==> src/rtl/color_convert_2_hls_deadlock_reporter.sv <==
// Debounced, sticky deadlock report for the color_convert_2 HLS deadlock monitors.
// Optional sticky block history port: define DEADLOCK_REPORTER_HIST_EN.
module color_convert_2_hls_deadlock_reporter #(
    parameter int NUM_MONITORS   = 4,
    parameter int PERSIST_CYCLES = 1024,
    parameter int CNT_W          = 32,
    parameter int IDX_W          = (NUM_MONITORS > 1) ? $clog2(NUM_MONITORS) : 1
) (
    input  logic                    clock,
    input  logic                    reset,
    input  logic [NUM_MONITORS-1:0] block_sigs,
    input  logic                    clear,
    output logic                    armed,
    output logic                    deadlock,
    output logic [IDX_W-1:0]        deadlock_idx,
    output logic [CNT_W-1:0]        deadlock_cycle
`ifdef DEADLOCK_REPORTER_HIST_EN
    ,
    output logic [NUM_MONITORS-1:0] block_hist
`endif
);

    localparam int PC_W = $clog2(PERSIST_CYCLES + 1);
    localparam logic [PC_W-1:0] PC_LAST = PC_W'(PERSIST_CYCLES - 1);

    typedef enum logic [1:0] {
        IDLE,
        ARM,
        LOCKED
    } state_t;

    state_t            r_state, w_state_nx;
    logic [PC_W-1:0]   r_pcnt, w_pcnt_nx;
    logic [CNT_W-1:0]  r_cyc, w_cyc_nx;
    logic [CNT_W-1:0]  r_dcyc, w_dcyc_nx;
    logic [IDX_W-1:0]  r_idx, w_idx_nx;
    logic [IDX_W-1:0]  w_low_idx;
    logic              w_any;
    logic              w_lock;

    assign w_any = |block_sigs;

    // Lowest set bit wins, so scan from the top down.
    always_comb begin
        w_low_idx = '0;
        for (int i = NUM_MONITORS - 1; i >= 0; i--) begin
            if (block_sigs[i]) w_low_idx = IDX_W'(i);
        end
    end

    assign w_cyc_nx = (&r_cyc) ? r_cyc : r_cyc + CNT_W'(1);

    always_comb begin
        w_state_nx = r_state;
        w_pcnt_nx  = r_pcnt;
        w_idx_nx   = r_idx;
        w_dcyc_nx  = r_dcyc;
        w_lock     = 1'b0;
        case (r_state)
            IDLE: begin
                if (w_any) begin
                    if (PERSIST_CYCLES == 1) begin
                        w_lock = 1'b1;
                    end else begin
                        w_state_nx = ARM;
                        w_pcnt_nx  = PC_W'(1);
                    end
                end
            end
            ARM: begin
                if (!w_any) begin
                    w_state_nx = IDLE;
                    w_pcnt_nx  = '0;
                end else if (r_pcnt == PC_LAST) begin
                    w_lock = 1'b1;
                end else begin
                    w_pcnt_nx = r_pcnt + PC_W'(1);
                end
            end
            LOCKED: ;
            default: begin
                w_state_nx = IDLE;
                w_pcnt_nx  = '0;
            end
        endcase
        if (w_lock) begin
            w_state_nx = LOCKED;
            w_pcnt_nx  = '0;
            w_idx_nx   = w_low_idx;
            w_dcyc_nx  = r_cyc;
        end
        // Clear beats a same-edge lock.
        if (clear) begin
            w_state_nx = IDLE;
            w_pcnt_nx  = '0;
            w_idx_nx   = '0;
            w_dcyc_nx  = '0;
        end
    end

    always_ff @(posedge clock or negedge reset) begin
        if (!reset) begin
            r_state <= IDLE;
            r_pcnt  <= '0;
            r_cyc   <= '0;
            r_idx   <= '0;
            r_dcyc  <= '0;
        end else begin
            r_state <= w_state_nx;
            r_pcnt  <= w_pcnt_nx;
            r_cyc   <= w_cyc_nx;
            r_idx   <= w_idx_nx;
            r_dcyc  <= w_dcyc_nx;
        end
    end

    assign armed          = (r_state == ARM);
    assign deadlock       = (r_state == LOCKED);
    assign deadlock_idx   = r_idx;
    assign deadlock_cycle = r_dcyc;

`ifdef DEADLOCK_REPORTER_HIST_EN
    logic [NUM_MONITORS-1:0] r_hist;

    always_ff @(posedge clock or negedge reset) begin
        if (!reset) begin
            r_hist <= '0;
        end else if (clear) begin
            r_hist <= '0;
        end else if (r_state != LOCKED) begin
            r_hist <= r_hist | block_sigs;
        end
    end

    assign block_hist = r_hist;
`endif

endmodule
==> config.mk <==
export PLATFORM = sky130hd
export DESIGN_NAME = color_convert_2_hls_deadlock_reporter
export DESIGN_NICKNAME = d
export VERILOG_FILES = /design/src/rtl/color_convert_2_hls_deadlock_reporter.sv
export SDC_FILE = /design/constraint.sdc
export NUM_CORES = 1
export LEC_CHECK = 0
export BUFFER_PORTS_ARGS = -buffer_cell sky130_fd_sc_hd__buf_2
export CORE_ASPECT_RATIO = 0.6
export CORE_MARGIN = 2
export CORE_UTILIZATION = 30
export CTS_CLUSTER_DIAMETER = 60
export DETAILED_ROUTE_END_ITERATION = 6
export PLACE_DENSITY = 0.48
export SYNTH_ARGS = -nofsm -noshare
export SYNTH_HDL_FRONTEND = slang
export SYNTH_SLANG_ARGS = --single-unit
==> constraint.sdc <==
create_clock -name clock -period 4 [get_ports clock]
set_input_delay 1 -clock clock [delete_from_list [all_inputs] [get_ports clock]]
set_output_delay 1 -clock clock [all_outputs]
set_load 0.05 [all_outputs]
==> flow_metrics.tcl <==
set metrics [dict create \
    synthTopCellsByArea "dfrtp_1 55%, nand2_1 8.4%, a21oi_1 6.0%" \
    drive_gt1_frac 0.167 \
    synth_edf_count 0 \
    n_antenna_cell 0 \
    ys_seq_area_frac 0.548 \
    ant_nets 0 \
    placedInstanceArea_sq_mm 0.00399 \
    required_ns 4.26 \
    critPathLaunchType "input pin" \
    synth_area_leader_cell "dfrtp_1" \
    root_buffer "clkbuf_16" \
    die_h_microns 88.9 \
    path_clk_slew_ns 0.06 \
    min_period_over_period 0.632 \
    p_comb_frac 0.025 \
    cts_made_buffers 9 \
    critical_path_buf_inv_count 2 \
    pwr-share-clk 0.512 \
    wl_mm 8.04 \
    fin_setup_tns_ns 0 \
    postCtsHoldBufs 0 \
    synth.top_cell.area_share 0.548 \
    period_minus_slack_ns 2.53 \
    synth_cell_types 44 \
    path_delay_family "simple AND/OR/NAND/NOR gates" \
    post-route-util 0.376 \
    rows 30 \
    port-buffer-count 42 \
    worst_pin_slew_ns 1.01 \
    die_x_microns 146 \
    intPower_mw 1.39 \
    syn_area_sq_mm 0.00360 \
    crit_type "in -> reg" \
    vias_per_cell 4.73 \
    synth.avg_cell_area_sq_um 9.59 \
    arrival_ns 2.79 \
    cp_slowest_cell "nor4_4" \
    power_density_mw_per_mm2 402 \
    final_common_cell "nand2_1" \
    synth_ff_type "dfrtp_1" \
    grt_pass1_vias 2675 \
    finalSetupViolCount 0 \
    syn-num-nets 385 \
    slowest_delay_ns 0.74 \
    ir_drop_v 0.000207 \
    vias 2760 \
    sw_frac_of_total 0.199 \
    layout_common_cells "81 x nand2_1, 79 x dfrtp_1, 43 x a21oi_1, 41 x buf_2, 31 x nor2_1" \
    antenna_found_initial 0 \
    hp-class "reg -> reg" \
    grt_setup_unrepaired "no" \
    max_freq_mhz 396 \
    seqPwrFrac 0.463 \
    htree_levels 3 \
    critical_path.max_fanout 21 \
    wire_per_inst_microns 13.8 \
    gr-usage-all-layers 0.136 \
    critical_path.cell_chain "buf_2 > nor4_2 > nand2b_1 > nor4_4 > buf_4 > nand2_1 > a21oi_1" \
    final_cell_area_sq_mm 0.00431 \
    area_growth_pct 19.7 \
    clock_sinks 79 \
    fin_skew_ns 0.00720 \
    cts_buffer_depth 2 \
    hold_viol 0 \
    ioPinCount 43 \
    initial_utilization 0.314 \
    cts_tree "yes" \
    relSlewSlack 0.326 \
    clk_latency_ns 0.34 \
    leakagePower_nw 1.99 \
    cts_resized 0 \
    coreArea_sq_mm 0.0115 \
    maxCapViolations 0 \
    switching_power_mw 0.346 \
    gp_congestion 0.749 \
    dieArea_sq_mm 0.0129 \
    synthCells 376 \
    dr.pass1.iters 4 \
    asyncSetResetFlopFracSynth 1.00 \
    hold_slack_ns 0.496 \
    end_kind "register" \
    post_cts_buffers 0 \
    status "finished clean" \
    ys_seq_elements 79 \
    route.detailed.drc 0 \
    final_nets 428 \
    overflow 0 \
    finalMaxSlewViolations 0 \
    first_iter_violations 116 \
    yosys_warnings 0 \
    grt_pass1_wl_mm 13.8 \
    dp_hpwl_mm 5.54 \
    grt_max_degree 80 \
]
synthesized netlist by cell type, types with 2 or more instances:
cell      instances
a21oi_1          43
and2b_1           2
and3_1            2
and4_1            2
clkbuf_1         11
dfrtp_1          79
ha_1              2
inv_1             7
mux2i_1           2
nand2_1          81
nand2b_1          2
nand3_1          17
nand4_1          13
nor2_1           31
nor3_1           14
nor3b_1           2
nor4_1            2
nor4_2            3
o21ai_0           8
or2_2             2
xnor2_1           7
xor2_1           22
path summary, 6_finish.rpt:
| kind | cells past startpoint | slack (ns) | startpoint | to |
|---|---|---|---|---|
| worst max-delay path | 7 | 1.47 | block_sigs[2] | deadlock_cycle[16] |
| worst min-delay path | 1 | 0.50 | r_cyc[27] | r_cyc[27] |
| worst max register to register | 6 | 1.77 | r_state[1] | deadlock_cycle[16] |
| worst min register to register | 1 | 0.50 | r_cyc[27] | r_cyc[27] |
| max in group asynchronous | 1 | 2.52 | reset | deadlock_cycle[7] |
| min in group asynchronous | 1 | 0.83 | reset | r_pcnt[6] |
power by group through the flow:
stage	sequential, mW	combinational (mW)	clock, mW
final	0.804	0.0429	0.889
after global routing	0.804	0.0501	0.948
after CTS	0.804	0.0450	0.916
after detailed placement	0.818	0.0453	0
after global placement	0.818	0.0444	0
after floorplan	0.818	0.0185	0
kinds of logic (layout without fill, tap and decap cells):
kind of cell | Yosys count | count (layout) | synth area share
buffers and inverters | 20 | 68 | 0.0240
and+or+nand+nor | 184 | 184 | 0.251
DFF | 79 | 79 | 0.548
xor gates and xnor gates | 29 | 29 | 0.0705
muxes | 4 | 4 | 0.0118
adders and majority gates | 2 | 2 | 0.00694
AOI/OAI and AO/OA | 58 | 58 | 0.0878
final cells by class:
type,count,area (sq um)
well taps,160,200
repair buffers,45,235
multi-input cells,277,1550
inverters,7,26.3
flip-flops and latches,79,1980
fillers,1224,7170
clock inverters,3,65.1
clock buffers,13,260
per-layer routing:
| metal | global-route usage | share of wire | routed length, microns | vias to the layer above |
|---|---|---|---|---|
| met3 | 0.0515 | 0.049 | 397 | 9 |
| met4 | 0.0374 | 0.010 | 84 | 0 |
| met2 | 0.181 | 0.37 | 3000 | 48 |
| met1 | 0.204 | 0.57 | 4560 | 1324 |
| met5 | 0 | 0 | 0 | - |
| li1 | - | - | - | 1379 |
state kept, by name (all words and copies together), names as in the netlist:
| signal | count |
|---|---|
| r_state | 2 |
| r_pcnt | 11 |
| deadlock_idx | 2 |
| deadlock_cycle | 32 |
| r_cyc | 32 |
worst register-to-register path: stages (launching register included):
cell and delay, ns:
dfrtp_1 0.47, nor2b_4 0.16, nand2b_1 0.13, nor4_4 0.74, buf_4 0.37, nand2_1 0.10
a21oi_1 0.17
stage by stage:
| step | total power [mW] | instances | worst slack [ns] |
|---|---|---|---|
| after floorplan | 0.836 | 376 | 1.51 |
| after global placement | 0.863 | 568 | 1.14 |
| after detailed placement | 0.864 | 568 | 1.10 |
| after CTS | 1.76 | 584 | 1.45 |
| after global routing | 1.80 | 584 | 1.20 |
| final | 1.74 | 584 | 1.47 |
Power figures use the tool's default switching activity.
